`src/rtl/ecu_host_ctrl.sv`:
```
// Host-side sweep controller: sends one tagged request to every mesh ECU except (0,0),
// matches tagged responses, and counts matches, mismatches and timeouts.
module ecu_host_ctrl #(
    parameter int X           = 2,
    parameter int Y           = 2,
    parameter int data_width  = 129,
    parameter int x_size      = 1,
    parameter int y_size      = 1,
    parameter int total_width = x_size + y_size + data_width,
    parameter int TIMEOUT     = 255
) (
    input  logic                   clk,
    input  logic                   rst,
    input  logic                   start,
    output logic                   o_valid,
    output logic [total_width-1:0] o_data,
    input  logic                   i_ready,
    input  logic                   i_valid,
    input  logic [total_width-1:0] i_data,
    output logic                   busy,
    output logic                   done,
    output logic [15:0]            resp_count,
    output logic [15:0]            err_count
);

    localparam int PW = x_size + y_size;
    localparam int TW = (TIMEOUT < 2) ? 1 : $clog2(TIMEOUT + 1);
    localparam logic [x_size-1:0] XLast  = x_size'(X - 1);
    localparam logic [y_size-1:0] YLast  = y_size'(Y - 1);
    localparam logic [x_size-1:0] XStart = x_size'((X == 1) ? 0 : 1);
    localparam logic [y_size-1:0] YStart = y_size'((X == 1) ? 1 : 0);
    localparam logic [TW-1:0]     TLast  = TW'(TIMEOUT);

    typedef enum logic [2:0] {StIdle, StSend, StWait, StNext, StDone} state_e;

    state_e                 r_state;
    logic                   r_valid;
    logic [total_width-1:0] r_data;
    logic                   r_busy;
    logic                   r_done;
    logic [15:0]            r_tag;
    logic [15:0]            r_out_tag;
    logic [15:0]            r_resp;
    logic [15:0]            r_err;
    logic [TW-1:0]          r_timer;
    logic [x_size-1:0]      r_x;
    logic [y_size-1:0]      r_y;

    logic [15:0]            w_rsp_tag;
    logic                   w_match;
    logic                   w_timeout;
    logic                   w_last;
    logic [x_size-1:0]      w_tgt_x;
    logic [y_size-1:0]      w_tgt_y;
    logic [total_width-1:0] w_pkt;
    logic [1:0]             w_err_inc;
    logic [15:0]            w_err_next;
    logic                   w_unused;

    function automatic logic [15:0] sat_add(input logic [15:0] a, input logic [1:0] inc);
        logic [16:0] s;
        s = {1'b0, a} + {15'd0, inc};
        return s[16] ? 16'hFFFF : s[15:0];
    endfunction

    assign w_unused = ^i_data;

    always_comb begin
        w_rsp_tag = i_data[PW +: 16];
        w_match   = i_valid && (w_rsp_tag == r_out_tag);
        w_timeout = (r_timer == TLast);
        w_last    = (r_x == XLast) && (r_y == YLast);
        // Target for the next SEND: first target from IDLE, else x-fastest advance
        if (r_state == StIdle) begin
            w_tgt_x = XStart;
            w_tgt_y = YStart;
        end else if (r_x == XLast) begin
            w_tgt_x = '0;
            w_tgt_y = r_y + 1'b1;
        end else begin
            w_tgt_x = r_x + 1'b1;
            w_tgt_y = r_y;
        end
        w_pkt                   = '0;
        w_pkt[x_size-1:0]       = w_tgt_x;
        w_pkt[PW-1:x_size]      = w_tgt_y;
        w_pkt[PW +: 16]         = r_tag;
        if (r_state == StWait) begin
            w_err_inc = {1'b0, i_valid && !w_match} + {1'b0, !w_match && w_timeout};
        end else begin
            w_err_inc = {1'b0, i_valid};
        end
        w_err_next = sat_add(r_err, w_err_inc);
    end

    always_ff @(posedge clk) begin
        if (rst) begin
            r_state   <= StIdle;
            r_valid   <= 1'b0;
            r_data    <= '0;
            r_busy    <= 1'b0;
            r_done    <= 1'b0;
            r_tag     <= '0;
            r_out_tag <= '0;
            r_resp    <= '0;
            r_err     <= '0;
            r_timer   <= '0;
            r_x       <= '0;
            r_y       <= '0;
        end else begin
            r_err <= w_err_next;
            unique case (r_state)
                StIdle: begin
                    if (start) begin
                        r_state <= StSend;
                        r_valid <= 1'b1;
                        r_data  <= w_pkt;
                        r_x     <= w_tgt_x;
                        r_y     <= w_tgt_y;
                        r_busy  <= 1'b1;
                        r_resp  <= '0;
                        r_err   <= '0;
                    end
                end
                StSend: begin
                    if (i_ready) begin
                        r_state   <= StWait;
                        r_valid   <= 1'b0;
                        r_out_tag <= r_tag;
                        r_tag     <= r_tag + 16'd1;
                        r_timer   <= '0;
                    end
                end
                StWait: begin
                    if (w_match) begin
                        r_resp  <= sat_add(r_resp, 2'd1);
                        r_state <= StNext;
                    end else if (w_timeout) begin
                        r_state <= StNext;
                    end else begin
                        r_timer <= r_timer + 1'b1;
                    end
                end
                StNext: begin
                    if (w_last) begin
                        r_state <= StDone;
                        r_done  <= 1'b1;
                    end else begin
                        r_state <= StSend;
                        r_valid <= 1'b1;
                        r_data  <= w_pkt;
                        r_x     <= w_tgt_x;
                        r_y     <= w_tgt_y;
                    end
                end
                StDone: begin
                    r_state <= StIdle;
                    r_done  <= 1'b0;
                    r_busy  <= 1'b0;
                end
                default: r_state <= StIdle;
            endcase
        end
    end

    assign o_valid    = r_valid;
    assign o_data     = r_data;
    assign busy       = r_busy;
    assign done       = r_done;
    assign resp_count = r_resp;
    assign err_count  = r_err;

endmodule

```
`config.mk`:
```
export PLATFORM = sky130hd
export DESIGN_NAME = ecu_host_ctrl
export DESIGN_NICKNAME = d
export VERILOG_FILES = /design/src/rtl/ecu_host_ctrl.sv
export SDC_FILE = /design/constraint.sdc
export NUM_CORES = 1
export LEC_CHECK = 0
export ABC_AREA = 1
export CORE_MARGIN = 3
export CORE_UTILIZATION = 40
export DETAILED_ROUTE_END_ITERATION = 10
export PLACE_DENSITY = 0.81
export SLEW_MARGIN = 20
export SYNTH_ARGS = -nofsm -noshare
export SYNTH_HDL_FRONTEND = slang
export SYNTH_SLANG_ARGS = --single-unit
```
`constraint.sdc`:
```
create_clock -name clk -period 4.2 [get_ports clk]
set_clock_uncertainty 0.2 [all_clocks]
set_input_delay 0.84 -clock clk [delete_from_list [all_inputs] [get_ports clk]]
set_output_delay 0.84 -clock clk [all_outputs]
set_load 0.02 [all_outputs]
```
==> flow_summary.ini <==
[power]
ir_drop_mv = 0.225
power_frac_clock = 0.307
power.density_nw_per_um2 = 432
pwr-share-seq = 0.383
swShare = 0.365
leakagePower_nw = 3.07
p_sw_mw = 1.07
power_frac_comb = 0.310
internal_power_mw = 1.85

[worst_hold_path]
worstHoldPathCells = 2
min_from = busy
hold_path.class = reg2reg
whs_endpoint = busy

[critical_path]
r2r_slack_ps = 580
crit_fanout = 6
cp-start-kind = primary input
crit_required_ps = 4280
cpMostUsedCell = nand2_1
crit_chain = dlymetal6s2s_1 > xor2_1 > nor2_1 > nand2_1 > nor2_1 > buf_4 > nand3_2 > nand2_1 > inv_1 > ha_1 > nand2_1 > o21ai_2 > ha_2 > inv_2 > fa_2 > nand3b_1 > nor2_4 > nand3_4 > nor2_2 > nand2_1 > buf_4 > a21oi_1
rr_endpoint = err_count[8]
worst_path_max_delay_cell = fa_2
crit_cells = 22
worst-path-buf-inv = 5
r2r_cells = 20
slowest_delay_ps = 380
critPathKind = in2reg
worst_path_dominant_cell_family = simple AND/OR/NAND/NOR gates
r2r-start = r_timer[0]
cp.arrival_ps = 3830
end_kind = register

[route]
drcViolationCount = 0
drt_iter0_markers = 392
drtAntennaViolNets = 0
dr.pass1.iters = 7
routed_wl_um = 13100
vias_per_cell = 4.67
dr_total_vias = 5145
wl_per_cell_um = 11.9

[yosys]
synth_area_um2 = 5790
yosysWarnings = 0
async_reset_ff_frac = 0
synth_area_per_cell_um2 = 6.85
synth_cell_types = 40
syn-instance-count = 844
ys_seq_area_frac = 0.332
synth_edf_count = 0
synth_seq_cells = 96
synth_flop_cell = dfxtp_1

[finish]
layout_common_cells = nand2_1 (174), conb_1 (113), dfxtp_1 (96)
layout_commonest_cell = nand2_1
fillers = 1381
diodes = 0
area_growth_pct = 16.6
drive_gt1_frac = 0.0694
fin_nets = 1060
design_area_um2 = 6740

[timing]
rsz0062_at_grt = false
fin_crit_sh = 0.895
min_period_ps = 3760
slew_violations = 0
slew_headroom = 0.564
finalSetupViolations = 0
clock.fmax_mhz = 266
worstMarginPinSlew_ps = 652
hold_viol = 0
tns_ps = 0

[clock_network]
cts.sinks = 96
cts_root_buf = clkbuf_16
cts_tree = yes
clk_latency_ps = 350
h-tree-depth = 3
postCtsHoldBufs = 0
numCtsBuffers = 9
cts_max_path_buffers = 2
clk_pin_slew_ps = 70

[global_routing]
grt_pass1_vias = 4467
grt_util_all_layers = 0.156
grt_overflow = 0
antenna_found_initial = 1
grt_max_degree = 46
grt_pass1_wl_um = 20800

[floorplan]
dieArea_um2 = 15900
row_count = 43
pin_count = 302
initial_core_util = 0.414
die_x_um = 126
die_h_um = 126
core_um2 = 14000

[placed_design]
gp_congestion = 0.855
hpwl_um = 9200
placed_area_um2 = 6300
portBuffers = 73

[status]
outcome = finished clean

[flow_run]
maxCapViolCount = 0
registers in the layout, summed over array words and instances, names as in the netlist, 3 cells and up:
signal,cells
o_data,18
err_count,16
r_out_tag,16
r_tag,16
resp_count,16
r_timer,8
r_state,3
cell usage after synthesis (all sizes together) (4+ instances only):
cell	n	area share
a21oi	82	0.071
and2	5	0.0054
buf	123	0.16
clkbuf	19	0.012
dfxtp	96	0.33
ha	6	0.013
inv	85	0.055
nand2	177	0.12
nand3	57	0.049
nand3b	4	0.0052
nand4	10	0.011
nor2	85	0.056
nor3	16	0.018
o21ai	35	0.032
xnor2	9	0.014
xor2	17	0.026
power by group through the flow:
stage               registers, mW  clock network [mW]  logic, mW
floorplan                    1.15                   0      0.758
finish                       1.12               0.896      0.903
detailed placement           1.13                   0      0.897
global placement             1.13                   0      0.872
global route                 1.13               0.958       1.02
CTS                          1.12               0.917      0.905
worst max path at each step:
stage	to	startpoint
after floorplan	err_count[10]	i_data[9]
after global placement	err_count[14]	i_data[9]
after detailed placement	err_count[14]	i_data[9]
after CTS	err_count[14]	i_data[16]
after global routing	err_count[12]	i_data[16]
final	err_count[8]	i_data[12]
layout make-up:
class | instances | area (um2) | area share
Timing Repair Buffer | 92 | 913 | 0.135
Clock buffer | 10 | 239 | 0.0354
Sequential cell | 96 | 1920 | 0.285
Inverter | 85 | 319 | 0.0473
Multi-Input combinational cell | 633 | 3030 | 0.450
Tap cell | 180 | 225 | 0.0334
Clock inverter | 6 | 92.6 | 0.0137
stage by stage:
stage	setup WS, ps	total power, mW	hold slack [ps]	instances	utilization
3_5_place_dp	-487	2.03	258	1084	0.451
5_1_grt	201	3.11	296	1102	0.482
6_report	443	2.92	266	1102	0.482
2_1_floorplan	441	1.91	244	956	-
4_1_cts	33.8	2.94	270	1101	0.477
3_3_place_gp	-361	2.01	252	1084	0.451
what timing repair did:
item	in CTS	in global routing
setup endpoints to repair	15	16
setup buffers	1	1
resized for setup	10	24
gates cloned	0	0
pin swaps	4	13
routing by layer:
| metal | global-route usage | vias to the layer above | share of wire |
|---|---|---|---|
| li1 | - | 2609 | - |
| met1 | 0.203 | 2296 | 0.44 |
| met3 | 0.0475 | 19 | 0.10 |
| met2 | 0.245 | 219 | 0.44 |
| met5 | 0 | - | 0.0015 |
| met4 | 0.0562 | 2 | 0.016 |
cell families (layout without fill, tap and decap cells):
| group | count (synthesis) | in the layout | synth area share |
|---|---|---|---|
| buf+inv | 227 | 193 | 0.226 |
| simple gates | 364 | 364 | 0.274 |
| compound gates | 123 | 123 | 0.111 |
| fa+ha+maj | 7 | 7 | 0.0164 |
| xor+xnor | 26 | 26 | 0.0394 |
| other cells | 1 | 113 | 0.000648 |
| flops | 96 | 96 | 0.332 |
tightest hold or removal path: cells and delay by family, from the launching register on:
| kind | cells | cell delay (ps) |
|---|---|---|
| DFF | 1 | 310 |
| and+or+nand+nor | 1 | 60 |
| AOI/OAI and AO/OA | 1 | 50 |
(Power assumes the default switching activity.)
